===== src/rtl/mem_req_arbiter.sv =====
// Round-robin arbiter sharing one memory port among NREQ requesters, one transaction at a time.
// Optional WAIT/DRAIN watchdog enabled by defining MEM_ARB_TIMEOUT_EN.
module mem_req_arbiter #(
   parameter int NREQ        = 3,
   parameter int ADDR_W      = 32,
   parameter int DATA_W      = 32,
   parameter int TIMEOUT_CYC = 255
) (
   input  logic                     clk,
   input  logic                     rst,
   input  logic [NREQ-1:0]          req_valid,
   input  logic [NREQ-1:0]          req_we,
   input  logic [NREQ*ADDR_W-1:0]   req_addr,
   input  logic [NREQ*DATA_W-1:0]   req_wdata,
   output logic [NREQ-1:0]          req_ready,
   input  logic                     flush,
   output logic                     m_valid,
   output logic                     m_we,
   output logic [ADDR_W-1:0]        m_addr,
   output logic [DATA_W-1:0]        m_wdata,
   input  logic                     m_ready,
   input  logic                     r_valid,
   input  logic [DATA_W-1:0]        r_data,
   input  logic                     r_last,
   output logic [NREQ-1:0]          resp_valid,
   output logic [DATA_W-1:0]        resp_data,
   output logic                     resp_last,
   output logic                     resp_err,
   output logic                     busy
);

   localparam int PTR_W = $clog2(NREQ);

   typedef enum logic [1:0] {S_IDLE, S_ISSUE, S_WAIT, S_DRAIN} state_t;

   state_t           state;
   logic [PTR_W-1:0] rr_ptr;
   logic [PTR_W-1:0] owner;
   logic [PTR_W-1:0] grant_idx;
   logic [PTR_W-1:0] next_ptr;
   logic             grant_any;
   logic             to_hit;
   logic [NREQ-1:0]  owner_oh;
   int               scan_idx;

   if (NREQ < 2 || TIMEOUT_CYC < 1) begin : g_bad_cfg
      $error("mem_req_arbiter: NREQ must be >= 2 and TIMEOUT_CYC >= 1");
   end

   // Scan downward so the requester closest to rr_ptr is the last (winning) assignment.
   always_comb begin
      grant_any = 1'b0;
      grant_idx = '0;
      scan_idx  = 0;
      for (int k = NREQ - 1; k >= 0; k--) begin
         scan_idx = (int'(rr_ptr) + k) % NREQ;
         if (req_valid[scan_idx]) begin
            grant_any = 1'b1;
            grant_idx = PTR_W'(scan_idx);
         end
      end
   end

   assign next_ptr  = (grant_idx == PTR_W'(NREQ - 1)) ? '0 : grant_idx + 1'b1;
   assign req_ready = (state == S_IDLE && !flush && grant_any) ? (NREQ'(1) << grant_idx) : '0;
   assign owner_oh  = NREQ'(1) << owner;

`ifdef MEM_ARB_TIMEOUT_EN
   localparam int CNT_W = $clog2(TIMEOUT_CYC + 1);
   logic [CNT_W-1:0] to_cnt;
   assign to_hit   = (state == S_WAIT || state == S_DRAIN) && !r_valid &&
                     (to_cnt == CNT_W'(TIMEOUT_CYC - 1));
   assign resp_err = (state == S_WAIT) && to_hit;
`else
   assign to_hit   = 1'b0;
   assign resp_err = 1'b0;
`endif

   // Response beats pass straight through to the owner; flushed beats are swallowed in DRAIN.
   assign resp_valid = (state == S_WAIT && (r_valid || to_hit)) ? owner_oh : '0;
   assign resp_last  = (state == S_WAIT) && ((r_valid && r_last) || to_hit);
   assign resp_data  = (state == S_WAIT) ? r_data : '0;
   assign busy       = (state != S_IDLE);

   always_ff @(posedge clk or negedge rst) begin
      if (!rst) begin
         state   <= S_IDLE;
         rr_ptr  <= '0;
         owner   <= '0;
         m_valid <= 1'b0;
         m_we    <= 1'b0;
         m_addr  <= '0;
         m_wdata <= '0;
`ifdef MEM_ARB_TIMEOUT_EN
         to_cnt  <= '0;
`endif
      end else begin
         case (state)
            S_IDLE: begin
               if (!flush && grant_any) begin
                  owner   <= grant_idx;
                  rr_ptr  <= next_ptr;
                  m_we    <= req_we[grant_idx];
                  m_addr  <= req_addr[grant_idx*ADDR_W +: ADDR_W];
                  m_wdata <= req_wdata[grant_idx*DATA_W +: DATA_W];
                  m_valid <= 1'b1;
                  state   <= S_ISSUE;
               end
            end
            S_ISSUE: begin
               if (m_ready) begin
                  m_valid <= 1'b0;
                  state   <= flush ? S_DRAIN : S_WAIT;
`ifdef MEM_ARB_TIMEOUT_EN
                  to_cnt  <= '0;
`endif
               end else if (flush) begin
                  m_valid <= 1'b0;
                  state   <= S_IDLE;
               end
            end
            S_WAIT: begin
               if ((r_valid && r_last) || to_hit) begin
                  state <= S_IDLE;
               end else if (flush) begin
                  state <= S_DRAIN;
`ifdef MEM_ARB_TIMEOUT_EN
                  to_cnt <= '0;
`endif
               end else begin
`ifdef MEM_ARB_TIMEOUT_EN
                  to_cnt <= r_valid ? '0 : to_cnt + 1'b1;
`endif
               end
            end
            S_DRAIN: begin
               if ((r_valid && r_last) || to_hit) begin
                  state <= S_IDLE;
               end else begin
`ifdef MEM_ARB_TIMEOUT_EN
                  to_cnt <= r_valid ? '0 : to_cnt + 1'b1;
`endif
               end
            end
            default: state <= S_IDLE;
         endcase
      end
   end

endmodule


===== config.mk =====
export PLATFORM = sky130hd
export DESIGN_NAME = mem_req_arbiter
export DESIGN_NICKNAME = d
export VERILOG_FILES = /design/src/rtl/mem_req_arbiter.sv
export SDC_FILE = /design/constraint.sdc
export NUM_CORES = 1
export LEC_CHECK = 0
export ABC_AREA = 0
export CAP_MARGIN = 20
export CELL_PAD_IN_SITES_DETAIL_PLACEMENT = 0
export CELL_PAD_IN_SITES_GLOBAL_PLACEMENT = 1
export CORE_MARGIN = 3
export CORE_UTILIZATION = 29
export DETAILED_ROUTE_END_ITERATION = 7
export PLACE_DENSITY = 0.83
export REMOVE_ABC_BUFFERS = 1
export SETUP_SLACK_MARGIN = 0.3
export SLEW_MARGIN = 20
export SYNTH_ARGS = -nofsm -noshare
export SYNTH_HDL_FRONTEND = slang
export SYNTH_SLANG_ARGS = --single-unit

===== constraint.sdc =====
create_clock -name clk -period 5.7 [get_ports clk]
set_clock_uncertainty 0.15 [all_clocks]
set_input_delay 1.71 -clock clk [delete_from_list [all_inputs] [get_ports clk]]
set_output_delay 1.71 -clock clk [all_outputs]
set_load 0.01 [all_outputs]

Yosys cells after proc, flatten, opt, wreduce, memory -nomap -nowiden
Index checks and enable logic that the tools add are counted.
{"block": "word_totals", "out_inout_bits": 107, "regBits": 72}
{"block": "classes", "shifts": 4, "magnitude_cmp": 4, "eq_ne": 8, "n_reduce_logical": 13, "div_mod_pow": 3, "n_mux": 33, "add_sub_neg": 3}
{"operator": "$shiftx 96x8->32", "count": 2}
{"operator": "$lt 32x4->1 const B", "count": 3}
{"operator": "$mod 32x3->32 const B", "count": 2}
{"operator": "$mod 3x3->32 const B", "count": 1}
{"operator": "$mux 32", "count": 1}
{"operator": "$mux 2", "count": 10}
{"operator": "$mux 1", "count": 14}
{"operator": "$bmux 1 s2", "count": 4}
{"operator": "$pmux 2 s4", "count": 1}
{"operator": "$eq 2x2->1 const B", "count": 3}
{"operator": "$logic_and 1x1->1", "count": 6}
{"operator": "$mux 3", "count": 2}
{"operator": "$shl 1x2->3 const A", "count": 2}
{"operator": "$reduce_and 4->1", "count": 1}
{"operator": "$reduce_bool 2->1", "count": 2}
{"operator": "$add 2x1->3 const B", "count": 1}
{"operator": "$add 2x2->3 const B", "count": 1}
{"operator": "$lt 2x3->1 const B", "count": 1}
{"operator": "$ne 3x2->1 const B", "count": 1}
{"operator": "$ne 3x3->1 const B", "count": 1}
{"operator": "$reduce_and 3->1", "count": 1}
{"operator": "$add 2x1->2 const B", "count": 1}
{"operator": "$eq 2x1->1 const B", "count": 1}
{"operator": "$logic_not 2->1", "count": 1}
{"operator": "other kinds (5)", "count": 5}

Logic depth before layout (Yosys ltp)
{"block": "logic_depth", "word_depth": 11, "mapped_depth": 12, "depth_no_buf": 7}

Least setup slack after synthesis
Ideal clock, no wire load.
{"block": "synth_timing", "path_type": "in2out", "startpoint": "input req_valid[2]", "endpoint": "output req_ready[0]", "stages": 6, "slack_ns": 0.879, "arrival_time_ns": 2.961, "required_time_ns": 3.840, "path_cell_list": "a21o_1 -> a221o_1 -> a22oi_4 -> clkbuf_1 -> nor2_1 -> o21a_1"}
{"block": "synth_between", "elab_chain_len": 8}
{"item": "from (decl)", "line": "11", "source": "input logic [NREQ-1:0] req_valid,"}
{"item": "$bmux 1 s2", "line": "57", "source": "if (req_valid[scan_idx]) begin"}
{"item": "$mux 1 (implied by the code) (2 in a row)", "line": "57"}
{"item": "$mux 2 or $mux 1 (tied branches) (3 in a row)", "line": "57"}
{"item": "$shl 1x2->3 or $logic_and 1x1->1 (tied branches)", "line": "65", "source": "assign req_ready = (state == S_IDLE && !flush && grant_any) ? (NREQ'(1) << grant_idx) : '0;"}
{"item": "$mux 3 (*)", "line": "65"}
{"item": "to (decl)", "line": "15", "source": "output logic [NREQ-1:0] req_ready,"}
Mark *: on every way between the ends. The rest lies on a longest branch, timed or not. The select of a mux whose other input is x is not followed.

Worst setup path in the final report
{"block": "layout_timing", "startpoint": "input req_valid[2]", "endpoint": "output req_ready[2]"}
The elaborated chain is that of the path after synthesis.

==> key figures <==
Yosys
  • Ys Warns: 0
  • Sequential area share after synthesis: 0.295
  • Synth Flop Type: dfrtp_1
  • Yosys reg bits: 72
  • Mux cell area share after synthesis: 0.00328
  • FFs w/ async S/R, synth: 1.00
  • Syn Std Cell Area: approximately 0.006 mm²
  • Netlist cell types: between 40 and 50
  • Synth Area in Simple Gates: 0.171
  • Post-synth EDFFs: 0
  • Cells after Synth: 780
  • XOR/XNOR share of the synthesized area: 0.00144
  • Post-synthesis compound-gate area fraction: 0.433
  • Adder-cell share of the synthesized area: 0.00821
  • Syn_area_per_cell: 7.82 µm²
  • Largest family of logic cells by synthesized area: compound AO/OA/AOI/OAI gates

Cells and area
  • Leading cell types in the layout, fill and taps excluded: clkdlybuf4s50_1, a21oi_1, dfrtp_1, nor2b_1, nor2_1
  • Multi-input gate area: 0.00381 mm²
  • Register area: 0.00180 mm²
  • Util after Layout: 0.482
  • Final nets: roughly 1300
  • Share of cells above drive strength 1: 0.0533
  • Most common cell after layout, fill and taps aside: clkdlybuf4s50_1
  • Ant. Diodes: 0
  • Area grow syn2layout: 61.5%
  • FILL cells: between 1500 and 2000

Critical path
  • Arr. time, crit path: about 3500 ps
  • Top Family by Delay on Critical Path: buffers and inverters
  • Max FO, Critical Path: 3
  • Cells along the critical path: clkdlybuf4s50_1, a21o_1, buf_4, a221o_1, a22o_2, and2_1, dlygate4sd2_1
  • Slowest CP cell: clkdlybuf4s50_1
  • Critical path's largest stage delay: between 400 and 500 ps
  • Element type at the critical path start: input port
  • CP required: between 3000 and 4000 ps
  • WP buf/inv: 3
  • CP Class: in2out
  • Worst setup EP type: primary output

Route
  • Routed wire per std cell: ~20 µm
  • Pre-Repair DR Iteration Count: 5
  • Drt drc: 0
  • Post-route ant nets: 0
  • WL final: approximately 27000 µm
  • Iteration-0 DRC count of the detailed router: 478
  • Via count: 7397
  • Via/cell ratio: between 5 and 6

Global route
  • GR Overflow Total: 0
  • Vias in the first global route: slightly below 7000
  • First-pass GRT wire length: approximately 40000 µm
  • Initial antenna violation count: 0
  • Largest net degree at the start of global routing: 90
  • All-Layer GR Usage: 0.223

Floorplanning
  • Placeable Area: approximately 0.020 mm²
  • Num rows: 52
  • IO Count: 343
  • Die area: 0.0228 mm²
  • Die span in x: 151 µm
  • Die Height: between 150 and 200 µm
  • Initial core utilization: 0.299

Clock network
  • Clock sink total: 72
  • CTS tree: yes
  • CTS Root Cell: clkbuf_16
  • CTS max path bufs: 2
  • Clk Latency, worst-skew pair: between 300 and 400 ps
  • CTS buffer count: 9
  • Clock-pin slew on the worst setup and hold paths: ~60 ps
  • H-tree depth: 3

Hold path
  • Hold crit path type: reg2reg

Pwr
  • Pleak: about 3.8 nW
  • Comb pwr share: 0.697
  • Switching Fraction: 0.455
  • Max VDD drop: 0.000261 V
  • P_sw: roughly 2.3 mW
  • P_int: approximately 2.7 mW
  • Clk pwr share: 0.118
  • Part of the power in registers: 0.186
  • Cell Pwr Density: between 500 and 600 mW/mm²
  • Total power: between 4 and 5 mW

STA
  • Fin. Hold Viols: 0
  • Crit path time final: 5340 ps
  • Period Utilization, post-route: 0.937
  • RSZ-0062 raised after global routing: no
  • Measured slew at the worst slew-check pin: 929 ps
  • Final setup viols: 0
  • Worst slew margin: 0.381
  • Slew Viols, Final: 0
  • Max Fclk: approximately 190 MHz

Place
  • Detailed Place HPWL: 17900 µm
  • GPL Wtd Cong: approximately 0.79
  • Port bufs: 341

Run status
  • Status: complete, no violations

Run
  • Maxcap violations: 0
synth_stat cells (6+ instances only):
library cell,instances,area [µm²]
buf_2,21,105
a211o_1,65,569
nand2_1,9,33.8
nor2_1,67,251
clkbuf_1,43,161
nor2b_1,69,432
buf_1,6,22.5
a21oi_1,131,656
a31oi_1,65,407
and2_1,34,213
o21ai_0,66,330
buf_6,17,191
dfrtp_1,72,1800
a211oi_1,65,488
kinds of logic after synthesis:
family          count (synthesis)
flops                          72
other cells                     1
fa+ha+maj                       4
buf+inv                        94
simple gates                  196
mux                             2
xor+xnor                        1
compound gates                410
sequential cells by signal (all words and copies together) (netlist names):
name / cells
rr_ptr: 2
m_valid: 1
owner: 2
m_wdata: 32
m_we: 1
state: 2
m_addr: 32
path summary, 6_finish.rpt:
kind                              start           end  slack (ps)  depth (start not counted)
max                        req_valid[2]  req_ready[2]         360                          7
max in group asynchronous           rst   m_wdata[30]        3600                          1
min                             m_valid       m_valid         330                          1
min reg2reg                     m_valid       m_valid         330                          1
max reg2reg                   rr_ptr[1]   m_wdata[15]        2500                          8
min in group asynchronous           rst     m_addr[0]        1250                          1
power by group through the flow:
stage          combinational, mW  sequential (mW)  clock (mW)
3_3_place_gp                3.43            0.922           0
3_5_place_dp                3.46            0.928           0
6_report                    3.45            0.921       0.583
2_1_floorplan               1.88             1.02           0
4_1_cts                     3.48            0.921       0.602
5_1_grt                     3.78            0.950       0.624
layer usage:
metal | global-route usage | share of wire | routed length (µm)
met1 | 0.283 | 0.40 | 10800
met2 | 0.367 | 0.48 | 13000
met3 | 0.0583 | 0.093 | 2520
met4 | 0.0734 | 0.024 | 644
met5 | 0 | 0 | 0
cell type report:
class | count | area share
inverter | 2 | 0.000762
clock buffer | 10 | 0.0232
tap | 270 | 0.0343
sequential | 72 | 0.183
clock inverter | 6 | 0.00610
multi-input combinational | 614 | 0.387
timing repair buffer | 365 | 0.366
stage by stage:
stage / hold WS (ps) / setup TNS (ps) / instance area (µm²) / setup WS (ps) / std cells
3_3_place_gp: 315 / -109 / 9550 / -109 / 1322
3_5_place_dp: 321 / -101 / 9550 / -101 / 1322
6_report: 333 / 0 / 9850 / 359 / 1339
2_1_floorplan: 338 / -95510 / 5580 / -2870 / 688
4_1_cts: 336 / 0 / 9840 / 163 / 1339
5_1_grt: 365 / 0 / 9850 / 300 / 1339
timing repair:
action                     4_1_cts  5_1_grt
setup endpoints to repair        3        2
buffers inserted                 1        0
pin swaps                        1        0
gates resized for setup          6        3
hold buffers                     0        0
Power figures use the tool's default switching activity.
